$ cat config.mk
export PLATFORM = sky130hd
export DESIGN_NAME = mdu_iter_flat
export DESIGN_NICKNAME = d
export VERILOG_FILES = /design/src/rtl/mdu_if.sv /design/src/rtl/mdu_iter.sv /design/src/flat_wrapper.sv
export SDC_FILE = /design/constraint.sdc
export NUM_CORES = 1
export LEC_CHECK = 0
export CORE_MARGIN = 1
export CORE_UTILIZATION = 45
export DETAILED_ROUTE_END_ITERATION = 10
export GPL_TIMING_DRIVEN = 0
export PLACE_DENSITY = 0.76
export SYNTH_ARGS = -nofsm -noshare
export SYNTH_HDL_FRONTEND = slang
export SYNTH_SLANG_ARGS = --single-unit
$ cat constraint.sdc
create_clock -name clk -period 4.45 [get_ports clk]
set_clock_uncertainty 0.05 [all_clocks]
set_input_delay 0.89 -clock clk [delete_from_list [all_inputs] [get_ports clk]]
set_output_delay 0.89 -clock clk [all_outputs]
set_load 0.005 [all_outputs]
$ cat src/rtl/mdu_if.sv
// Handshake and HI/LO bus between the EX-stage pipeline and the iterative
// multiply/divide unit. The pipeline drives the master side; the unit is the slave.
interface mdu_if #(
  parameter int WIDTH = 32
) ();
  logic             start;
  logic [1:0]       op;
  logic [WIDTH-1:0] a;
  logic [WIDTH-1:0] b;
  logic             flush;
  logic             we_hi;
  logic             we_lo;
  logic [WIDTH-1:0] wdata;
  logic             busy;
  logic             done;
  logic [WIDTH-1:0] hi;
  logic [WIDTH-1:0] lo;

  modport master (
    output start, op, a, b, flush, we_hi, we_lo, wdata,
    input  busy, done, hi, lo
  );

  modport slave (
    input  start, op, a, b, flush, we_hi, we_lo, wdata,
    output busy, done, hi, lo
  );
endinterface

$ cat src/rtl/mdu_iter.sv
// Iterative MULT/MULTU/DIV/DIVU unit holding the architectural HI/LO registers.
// Operands are reduced to magnitudes on start, WIDTH radix-2 steps run in CALC
// (shift-add for multiply, restoring shift-subtract for divide), and FIX applies
// the sign correction and commits HI/LO with a one-cycle done pulse.
module mdu_iter #(
  parameter int WIDTH = 32
) (
  input  logic   clk,
  input  logic   rst,
  mdu_if.slave   bus
);

  localparam int CW = (WIDTH > 1) ? $clog2(WIDTH) : 1;

  typedef enum logic [1:0] {IDLE, CALC, FIX} state_t;

  state_t             state_q;
  logic [CW-1:0]      cnt_q;
  logic               div_q;
  logic               qneg_q;
  logic               rneg_q;
  logic               bzero_q;
  logic               done_q;
  logic [WIDTH-1:0]   hi_q;
  logic [WIDTH-1:0]   lo_q;

  // Datapath state: no reset needed, always loaded before use.
  logic [WIDTH-1:0]   opnd_q;
  logic [WIDTH-1:0]   aorig_q;
  logic [2*WIDTH-1:0] acc_q;

  logic [WIDTH:0]     add_sum;
  logic [WIDTH:0]     rem_sh;
  logic [WIDTH:0]     sub_diff;
  logic [2*WIDTH-1:0] step_d;
  logic [2*WIDTH-1:0] prod_fix;
  logic [WIDTH-1:0]   res_hi_d;
  logic [WIDTH-1:0]   res_lo_d;
  logic               load_d;

  // Magnitude of a two's-complement value when the operation is signed.
  function automatic logic [WIDTH-1:0] mag(input logic [WIDTH-1:0] v, input logic sgn);
    return (sgn && v[WIDTH-1]) ? (~v + WIDTH'(1)) : v;
  endfunction

  // Conditional two's-complement negation of a single-width value.
  function automatic logic [WIDTH-1:0] neg_w(input logic [WIDTH-1:0] v, input logic en);
    return en ? (~v + WIDTH'(1)) : v;
  endfunction

  // Conditional two's-complement negation of a double-width product.
  function automatic logic [2*WIDTH-1:0] neg_2w(input logic [2*WIDTH-1:0] v, input logic en);
    return en ? (~v + (2*WIDTH)'(1)) : v;
  endfunction

  assign load_d = (state_q == IDLE) && bus.start && !bus.flush;

  // One radix-2 step: multiply keeps the multiplier in the low half and shifts right,
  // divide keeps the dividend/quotient in the low half and shifts left.
  always_comb begin
    add_sum  = {1'b0, acc_q[2*WIDTH-1:WIDTH]} + (acc_q[0] ? {1'b0, opnd_q} : {(WIDTH+1){1'b0}});
    rem_sh   = acc_q[2*WIDTH-1:WIDTH-1];
    sub_diff = rem_sh - {1'b0, opnd_q};
    step_d   = {add_sum, acc_q[WIDTH-1:1]};
    if (div_q) begin
      if (!sub_diff[WIDTH]) step_d = {sub_diff[WIDTH-1:0], acc_q[WIDTH-2:0], 1'b1};
      else                  step_d = {rem_sh[WIDTH-1:0], acc_q[WIDTH-2:0], 1'b0};
    end
  end

  // Final sign correction; divide by zero bypasses it and returns the raw dividend.
  always_comb begin
    prod_fix = neg_2w(acc_q, qneg_q);
    res_hi_d = prod_fix[2*WIDTH-1:WIDTH];
    res_lo_d = prod_fix[WIDTH-1:0];
    if (div_q) begin
      if (bzero_q) begin
        res_hi_d = aorig_q;
        res_lo_d = {WIDTH{1'b1}};
      end else begin
        res_hi_d = neg_w(acc_q[2*WIDTH-1:WIDTH], rneg_q);
        res_lo_d = neg_w(acc_q[WIDTH-1:0], qneg_q);
      end
    end
  end

  // Operand capture on start, then one iteration per CALC cycle.
  always_ff @(posedge clk) begin
    if (load_d) begin
      opnd_q  <= bus.op[1] ? mag(bus.b, ~bus.op[0]) : mag(bus.a, ~bus.op[0]);
      acc_q   <= {{WIDTH{1'b0}}, (bus.op[1] ? mag(bus.a, ~bus.op[0]) : mag(bus.b, ~bus.op[0]))};
      aorig_q <= bus.a;
    end else if (state_q == CALC) begin
      acc_q   <= step_d;
    end
  end

  // Control FSM with HI/LO ownership: MTHI/MTLO in IDLE, result commit in FIX.
  always_ff @(posedge clk or posedge rst) begin
    if (rst) begin
      state_q <= IDLE;
      cnt_q   <= '0;
      div_q   <= 1'b0;
      qneg_q  <= 1'b0;
      rneg_q  <= 1'b0;
      bzero_q <= 1'b0;
      done_q  <= 1'b0;
      hi_q    <= '0;
      lo_q    <= '0;
    end else begin
      done_q <= 1'b0;
      if (state_q == IDLE) begin
        if (bus.we_hi) hi_q <= bus.wdata;
        if (bus.we_lo) lo_q <= bus.wdata;
      end
      if (bus.flush) begin
        state_q <= IDLE;
        cnt_q   <= '0;
      end else begin
        case (state_q)
          IDLE: begin
            if (bus.start) begin
              state_q <= CALC;
              cnt_q   <= '0;
              div_q   <= bus.op[1];
              qneg_q  <= ~bus.op[0] & (bus.a[WIDTH-1] ^ bus.b[WIDTH-1]);
              rneg_q  <= ~bus.op[0] & bus.op[1] & bus.a[WIDTH-1];
              bzero_q <= bus.op[1] & (bus.b == '0);
            end
          end
          CALC: begin
            cnt_q <= cnt_q + CW'(1);
            if (cnt_q == CW'(WIDTH - 1)) begin
              state_q <= FIX;
              cnt_q   <= '0;
            end
          end
          FIX: begin
            hi_q    <= res_hi_d;
            lo_q    <= res_lo_d;
            done_q  <= 1'b1;
            state_q <= IDLE;
          end
          default: state_q <= IDLE;
        endcase
      end
    end
  end

  assign bus.busy = (state_q != IDLE);
  assign bus.done = done_q;
  assign bus.hi   = hi_q;
  assign bus.lo   = lo_q;

endmodule

$ cat src/flat_wrapper.sv
// flat-port wrapper written by rule: the top's interface ports become plain ports
module mdu_iter_flat 
#(
  parameter int WIDTH = 32
)
  (clk, rst, bus_start, bus_op, bus_a, bus_b, bus_flush, bus_we_hi, bus_we_lo, bus_wdata, bus_busy, bus_done, bus_hi, bus_lo);
  mdu_if #(.WIDTH(WIDTH)) bus_i ();
  input  logic clk;
  input  logic rst;
  input wire logic [$bits(bus_i.start)-1:0] bus_start;
  input wire logic [$bits(bus_i.op)-1:0] bus_op;
  input wire logic [$bits(bus_i.a)-1:0] bus_a;
  input wire logic [$bits(bus_i.b)-1:0] bus_b;
  input wire logic [$bits(bus_i.flush)-1:0] bus_flush;
  input wire logic [$bits(bus_i.we_hi)-1:0] bus_we_hi;
  input wire logic [$bits(bus_i.we_lo)-1:0] bus_we_lo;
  input wire logic [$bits(bus_i.wdata)-1:0] bus_wdata;
  output wire logic [$bits(bus_i.busy)-1:0] bus_busy;
  output wire logic [$bits(bus_i.done)-1:0] bus_done;
  output wire logic [$bits(bus_i.hi)-1:0] bus_hi;
  output wire logic [$bits(bus_i.lo)-1:0] bus_lo;
  assign bus_i.start = bus_start;
  assign bus_i.op = bus_op;
  assign bus_i.a = bus_a;
  assign bus_i.b = bus_b;
  assign bus_i.flush = bus_flush;
  assign bus_i.we_hi = bus_we_hi;
  assign bus_i.we_lo = bus_we_lo;
  assign bus_i.wdata = bus_wdata;
  assign bus_busy = bus_i.busy;
  assign bus_done = bus_i.done;
  assign bus_hi = bus_i.hi;
  assign bus_lo = bus_i.lo;
  mdu_iter #(.WIDTH(WIDTH)) u_core (.clk(clk), .rst(rst), .bus(bus_i));
endmodule
==> out/qor.csv, run 1 <==
metric,value,unit
status,"complete, no violations",
first-pass GRT wire length,102000,µm
Hold Path Class,reg2reg,
LEAKAGE,0.00790,µW
IO Count,170,
"slowest stage cell, crit path",clkbuf_1,
Die Wd,195,µm
worst setup path start,u_core.acc_q[0],
share of the synthesized area in the top cell type,17.3,%
Final Cycle Share,98.2,%
WL final,70000,µm
WP data required,4.87,ns
R2R Setup Slk,0.08,ns
final hold violations,0,
via/cell ratio,6.51,
total chip power,11100,µW
Mean Syn Cell Area,8.33,µm²
number of buffers created by CTS,26,
Worst Tran Pin Value,0.982,ns
drt drc,0,
synth unique cells,80,
via count,17500,
Syn Nets,2179,
critical path's largest stage delay,0.59,ns
FILL cells,3393,
Reg2Reg Capture Point,u_core.bus.hi[8],
crit-path leading delay family,simple AND/OR/NAND/NOR gates,
Reg2Reg Depth,12,
antenna cell count,0,
Crit Path Class,reg2reg,
final core occ,54.6,%
"area leader, netlist",edfxtp_1,
Worst IR Drop VDD,0.270,mV
clock root buffer,clkbuf_16,
crit-path max FO,10,
number of flops mapped to enable cells by yosys,96,
Final Max Slew Viols,0,
unrepaired setup endpoints after global routing,no,
gr usage total,35.8,%
Core Box Area,0.0365,mm²
drt first pass iters,6,
Levels on crit path,12,
DR iter-0 viols,2172,
H-Tree Depth,1,
Tmin final,4.37,ns
CTS sink count,204,
GP Congestion,1.07,
FP Rows,70,
synth cell count leaders,"nand2_1, nor2_1, a21oi_1",
Initial Util,45.7,%
Worst setup endpoint,u_core.bus.hi[8],
maxcap violations,0,
Worst Setup End Kind,register,
P per Cell Area,558,mW/mm²
worst path cell trace,inv_1 > clkbuf_1 > ha_1 > nand2b_1 > nor4_4 > nand4_1 > o41ai_1 > xnor2_1 > nor2_1 > a21oi_1 > nor2_1 > a31oi_1,
fmax,229,MHz
number of antenna-violating nets in the routed design,0,
Port Buf Inserts,168,
vias in the first global route,16000,
most frequent cell after synthesis,nand2_1,
cts hold-fix bufs,0,
pin count of the biggest net entering global routing,52,
layout cells sized above 1,4.23,%
sequential share of the synthesized area,32.5,%
post-DP HPWL,56000,µm
Mapped Area,0.0167,mm²
Buffers & Inverters on Critical Path,2,
Longest Clk Path Bufs,3,
Yosys warnings,0,
grt total ovfl,0,
die area,0.0379,mm²
Synth area leaders,"edfxtp_1, dfrtp_1, mux2i_1, ha_1, nand2_1",
critical path launch point type,register,
pre-CTS setup slack,-0.0716,ns
drt wl/cell,26.0,µm
area grow syn2layout,19.4,%
fraction of registers with async set/reset,37.3,%
Crit Reg-Reg Startpoint,u_core.acc_q[0],
"Setup violations, final",0,
"flops & latches, synth",204,
"Arr. time, crit path",4.79,ns
"Clk Latency, worst-skew pair",0.56,ns
Mapped Cells,2003,
"Reg clk slew, reported paths",0.06,ns
final worst slack,0.0801,ns
die height,195,µm
ys flop type,edfxtp_1,
CTS tree,yes,
most used cell along the critical path,nor2_1,
layout net count,2378,
worst rel slew slack,34.3,%
antenna violations before repair,1,
-- what timing repair did --
action / 4_1_cts / 5_1_grt
buffers inserted: 0 / 0
endpoints found under the setup margin: 2 / 5
gates resized for setup: 1 / 4
-- worst min path at each step --
stage | start | endpoint | cells past startpoint
after floorplan | u_core.cnt_q[4] | u_core.cnt_q[4] | 1
after global routing | u_core.cnt_q[4] | u_core.cnt_q[4] | 1
final | u_core.cnt_q[4] | u_core.cnt_q[4] | 1
after CTS | u_core.cnt_q[4] | u_core.cnt_q[4] | 1
after detailed placement | u_core.cnt_q[4] | u_core.cnt_q[4] | 1
after global placement | u_core.cnt_q[4] | u_core.cnt_q[4] | 1
-- metal layers --
metal | track usage (%) | share of wire (%) | wire (µm) | vias up
li1 | - | - | - | 7770
met1 | 48.2 | 41 | 28900 | 8526
met2 | 56.1 | 44 | 31000 | 1042
met3 | 7.03 | 9.9 | 6910 | 174
met4 | 15.0 | 4.6 | 3190 | 0
met5 | 0 | 0 | 0 | -
-- worst register-to-register path, delay by kind of cell, from the launching register on --
family	cells	cell delay [ns]
buf+inv	2	0.89
fa+ha+maj	1	0.34
flops	1	0.56
compound gates	3	0.93
xor+xnor	1	0.17
simple gates	5	1.32
-- power by group --
group          switching, µW  internal (µW)
combinational           3720           2270
sequential               595           2360
clock                    888           1270
-- through the flow --
stage                     std cells  hold slack (ns)  cell area [µm²]  setup TNS, ns
after floorplan                2003            0.422            16700              0
after global placement         2639            0.439            19000        -102.77
after detailed placement       2641            0.449            19000        -0.0733
after CTS                      2689            0.463            19900              0
after global routing           2690            0.476            19900              0
final                          2690            0.459            19900              0
-- final cells by class --
| class | count | area [µm²] | area share (%) |
|---|---|---|---|
| plain buffers | 115 | 452 | 2.27 |
| clock inverters | 19 | 208 | 1.04 |
| inverters | 72 | 273 | 1.37 |
| flip-flops and latches | 204 | 5430 | 27.2 |
| multi-input cells | 1612 | 10600 | 53.0 |
| repair buffers | 171 | 1760 | 8.81 |
| well taps | 468 | 586 | 2.94 |
| clock buffers | 29 | 672 | 3.37 |
-- state kept, by name (all words and copies together), names as in the netlist, 2 cells and up --
register / cells
u_core.bus.hi: 32
u_core.acc_q: 64
u_core.cnt_q: 5
u_core.aorig_q: 32
u_core.state_q: 2
u_core.bus.lo: 32
u_core.opnd_q: 32
-- cell usage in the layout (no fill, tap or decap), drive strengths merged, types with 76 or more instances in the layout --
cell	netlist	layout
xnor2	81	81
clkdlybuf4s50	0	168
dfrtp	76	76
o21ai	161	161
a21oi	168	168
clkbuf	96	125
mux2i	118	118
nand2	228	228
edfxtp	96	96
xor2	88	88
nor2	182	182
-- kinds of logic (layout without fill, tap and decap cells) --
logic type	Yosys count	after routing	share of synthesized area, %
flops	204	204	32.5
buf+inv	187	406	4.31
mux	124	124	7.48
fa+ha+maj	72	72	5.49
compound gates	604	604	23.0
simple gates	643	643	18.3
xor+xnor	169	169	8.87
Power figures use the tool's default switching activity.
==> run 2: changes to the inputs <==
Clock period 4.45 ns to 5.15 ns, I/O delays scaled along.
==> run 2 against run 1 <==
Clock power down 13%. Critical endpoint is now u_core.acc_q[0]. Critical path type unchanged. Combinational power decreased by 14%. Maximum frequency is 4.7% lower. Sequential cell count is the same. Cell area hardly changed. Power fell by 14%. Cell count did not move. First-iteration DRC count is 1.3% higher. Die area unchanged. Count of clock-buffer cells in the layout did not move. Register-to-register slack better by 0.49 ns. Largest cell class unchanged. Utilization barely moved.
==> out/qor.csv, run 2 (synthesis gave the netlist of run 1 again) <==
metric,value,unit
status,"complete, no violations",
"Arr. time, crit path",4.81,ns
final core occ,54.5,%
Die Wd,195,µm
CTS sink count,204,
Port Buf Inserts,168,
Min-Delay Endpoint,u_core.cnt_q[4],
number of antenna-violating nets in the routed design,0,
DR iter-0 viols,2201,
Largest Register,u_core.acc_q,
H-Tree Depth,1,
FILL cells,3393,
Layout Cells excl Fill,2690,
CTS tree,yes,
FF+latch area,0.00543,mm²
IO Count,170,
clock root buffer,clkbuf_16,
WP data required,5.38,ns
Hold Startpoint,u_core.cnt_q[4],
Reg2Reg Depth,14,
antenna cell count,0,
worst path cell trace,inv_1 > ha_1 > fa_1 > nand2b_1 > a21oi_1 > o211ai_1 > a211oi_1 > o211ai_1 > nand2_1 > buf_4 > buf_2 > nor2_1 > a21oi_1 > a21oi_1,
Worst IR Drop VDD,0.232,mV
"slowest stage cell, crit path",edfxtp_1,
drt first pass iters,5,
grt total ovfl,0,
layout net count,2378,
crit-path max FO,10,
LEAKAGE,0.00790,µW
Reg2Reg Capture Point,u_core.acc_q[0],
crit-path leading delay family,compound AO/OA/AOI/OAI gates,
most used cell along the critical path,a21oi_1,
critical path launch point type,register,
WL final,70000,µm
Initial Util,45.7,%
die height,195,µm
maxcap violations,0,
Hold Crit Depth,1,
Final Cycle Share,89.0,%
drt wl/cell,26.0,µm
drt drc,0,
most frequent cells in the layout,"nand2_1, nor2_1, a21oi_1, clkdlybuf4s50_1, o21ai_0",
antenna violations before repair,1,
P per Cell Area,481,mW/mm²
via/cell ratio,6.50,
first-pass GRT wire length,102000,µm
via count,17500,
"Setup violations, final",0,
die area,0.0379,mm²
cts repair resizes,0,
worst rel slew slack,35.2,%
FP Rows,70,
vias in the first global route,16000,
Crit Path Class,reg2reg,
Multi-input gate area,0.0106,mm²
final hold violations,0,
total chip power,9590,µW
Worst Tran Pin Value,0.969,ns
area grow syn2layout,19.3,%
Tmin final,4.58,ns
fmax,218,MHz
Crit Reg-Reg Startpoint,u_core.acc_q[31],
unrepaired setup endpoints after global routing,no,
number of buffers created by CTS,26,
cts hold-fix bufs,0,
gr usage total,35.8,%
critical path's largest stage delay,0.56,ns
max FFs per register,64,
Hold Path Class,reg2reg,
post-DP HPWL,56000,µm
"most common cell after layout, fill and taps aside",nand2_1,
layout cells sized above 1,4.10,%
Final Max Slew Viols,0,
Buffers & Inverters on Critical Path,3,
Worst Setup End Kind,register,
"Reg clk slew, reported paths",0.06,ns
Core Box Area,0.0365,mm²
pin count of the biggest net entering global routing,52,
Post-Place Cells,2641,
"Clk Latency, worst-skew pair",0.56,ns
Longest Clk Path Bufs,3,
Post-CTS Setup Bufs,0,
hold_ws,0.459,ns
GP Congestion,1.07,
R2R Setup Slk,0.57,ns
[run 2: worst register-to-register path, stage by stage, from the launching register on]
cell,delay (ns)
edfxtp_1,0.56
inv_1,0.17
ha_1,0.26
fa_1,0.42
nand2b_1,0.18
a21oi_1,0.34
o211ai_1,0.26
a211oi_1,0.56
o211ai_1,0.15
nand2_1,0.41
buf_4,0.32
buf_2,0.31
nor2_1,0.08
a21oi_1,0.15
a21oi_1,0.08
[run 2: where the power goes]
group | switching [µW] | total [µW] | internal [µW] | leakage [µW]
clock | 769 | 1870 | 1100 | 0.000419
combinational | 3200 | 5170 | 1960 | 0.00537
sequential | 513 | 2550 | 2040 | 0.00211
[run 2: area by class of cell]
class                      count  share of cell area, %
buffer                       115                   2.26
clock buffer                  29                   3.37
clock inverter                19                   1.04
inverter                      72                   1.37
multi-input combinational   1612                   53.0
sequential                   204                   27.2
tap                          468                   2.94
timing repair buffer         171                   8.82
[run 2: how the worst max path moves through the flow]
stage                          start                to  depth (start not counted)
detailed placement  u_core.acc_q[31]   u_core.acc_q[0]                         14
global placement           bus_flush  u_core.acc_q[31]                          6
floorplan                  bus_flush  u_core.acc_q[31]                          5
global route        u_core.acc_q[31]   u_core.acc_q[0]                         14
CTS                 u_core.acc_q[31]   u_core.acc_q[0]                         14
finish              u_core.acc_q[31]   u_core.acc_q[0]                         14
[run 2: metrics by stage]
step | worst slack, ns | cell area, µm² | TNS [ns]
after floorplan | 1.01 | 16700 | 0
after global placement | -0.961 | 19000 | -61.88
after detailed placement | 0.628 | 19000 | 0
after CTS | 0.634 | 19900 | 0
after global routing | 0.422 | 19900 | 0
final | 0.566 | 19900 | 0
[run 2: layer usage]
metal,wire [µm],GRT usage (%),vias up
met4,3350,15.0,0
met5,0,0,-
li1,-,-,7772
met2,30900,56.1,1089
met3,7570,7.04,189
met1,28100,48.2,8438
==> run 3: changes to the inputs <==
Settings changed: CTS_CLUSTER_SIZE set to 24.
==> run 3 against run 2 <==
Non-clock buffer count is the same. Clock power fell by 4%. Power decreased by 0.86%. Critical path depth unchanged. Register-to-register slack got worse by 0.03 ns. Cell count is essentially flat. Utilization fell by 0.14 points. Die area stayed put. Critical endpoint unchanged. Sequential cell count is the same.
==> out/qor.csv, run 3 (synthesis gave the netlist of run 1 again) <==
metric,value,unit
Worst Tran Pin Value,0.928,ns
maxcap violations,0,
clock root buffer,clkbuf_16,
drt drc,0,
worst rel slew slack,37.9,%
number of antenna-violating nets in the routed design,0,
gr usage total,35.8,%
fin area,0.0199,mm²
vias in the first global route,15900,
Crit Path Class,reg2reg,
Core Box Area,0.0365,mm²
Longest Clk Path Bufs,3,
LEAKAGE,0.00788,µW
"Reg clk slew, reported paths",0.06,ns
Final Max Slew Viols,0,
Worst IR Drop VDD,0.229,mV
"Clk Latency, worst-skew pair",0.56,ns
Worst Setup End Kind,register,
cts repair resizes,0,
max FFs per register,64,
WL final,70000,µm
final worst slack,0.540,ns
die height,195,µm
Tmin final,4.61,ns
H-Tree Depth,1,
Hold Path Class,reg2reg,
fmax,217,MHz
area grow syn2layout,19.0,%
Final Cycle Share,89.5,%
"Setup violations, final",0,
number of buffers created by CTS,25,
post-DP HPWL,56000,µm
"most common cell after layout, fill and taps aside",nand2_1,
GP Congestion,1.07,
antenna violations before repair,3,
drt wl/cell,26.0,µm
dpl cell area,0.0190,mm²
via/cell ratio,6.49,
Port Buf Inserts,168,
unrepaired setup endpoints after global routing,no,
Largest Register,u_core.acc_q,
P per Cell Area,478,mW/mm²
final hold violations,0,
IO Count,170,
FP Rows,70,
layout cells sized above 1,4.01,%
die area,0.0379,mm²
Post-CTS Setup Bufs,0,
first-pass GRT wire length,102000,µm
"Arr. time, crit path",4.83,ns
drt first pass iters,6,
WP data required,5.37,ns
pre-CTS setup slack,0.628,ns
grt total ovfl,0,
CTS tree,yes,
Die Wd,195,µm
layout net count,2377,
CTS sink count,204,
status,"complete, no violations",
most frequent cells in the layout,"nand2_1, nor2_1, a21oi_1, clkdlybuf4s50_1, o21ai_0",
DR iter-0 viols,2187,
Initial Util,45.7,%
crit-path max FO,10,
via count,17500,
critical path launch point type,register,
cts hold-fix bufs,0,
pin count of the biggest net entering global routing,52,
-- run 3: critical path, stage by stage, from the launching register on --
cell and delay, ns:
edfxtp_1 0.57, inv_1 0.17, ha_1 0.26, fa_1 0.42, nand2b_1 0.18, a21oi_1 0.35
o211ai_1 0.26, a211oi_1 0.56, o211ai_1 0.15, nand2_1 0.41, buf_4 0.32, buf_2 0.32
nor2_1 0.08, a21oi_1 0.14, a21oi_1 0.08
-- run 3: power breakdown --
group | total [µW] | internal [µW] | switching (µW) | leakage (µW)
Clock | 1790 | 1030 | 753 | 0.000397
Combinational | 5170 | 1960 | 3200 | 0.00538
Sequential | 2550 | 2040 | 513 | 0.00211
-- run 3: worst paths after layout --
check,depth (start not counted),to,slack (ns),start
hold / removal,1,u_core.cnt_q[4],0.46,u_core.cnt_q[4]
max in group asynchronous,3,u_core.bus.lo[19],3.70,rst
setup reg to reg,14,u_core.acc_q[0],0.54,u_core.acc_q[31]
setup / recovery,14,u_core.acc_q[0],0.54,u_core.acc_q[31]
min in group asynchronous,2,u_core.bus.hi[8],0.77,rst
hold reg to reg,1,u_core.cnt_q[4],0.46,u_core.cnt_q[4]
-- run 3: cell type report --
type	instances	area, µm²
flip-flops and latches	204	5430
multi-input cells	1612	10600
clock buffers	32	672
repair buffers	171	1760
clock inverters	14	149
diodes	3	7.51
inverters	72	273
well taps	468	586
fillers	3404	16700
plain buffers	115	450
-- run 3: per-stage QoR --
stage	setup TNS, ns	util, %	instances	hold slack, ns	power (µW)
finish	0	54.4	2691	0.457	9500
global route	0	54.4	2688	0.476	9920
CTS	0	54.3	2687	0.463	9300
detailed placement	0	52.1	2641	0.449	7520
global placement	-61.88	51.9	2639	0.439	7460
floorplan	0	-	2003	0.422	5720
-- run 3: per-layer routing --
metal,routed length (µm),track usage [%],vias to the layer above
li1,-,-,7787
met1,28300,48.2,8416
met2,31000,56.2,1101
met3,7560,7.10,172
met4,3180,14.6,0
met5,0,0,-
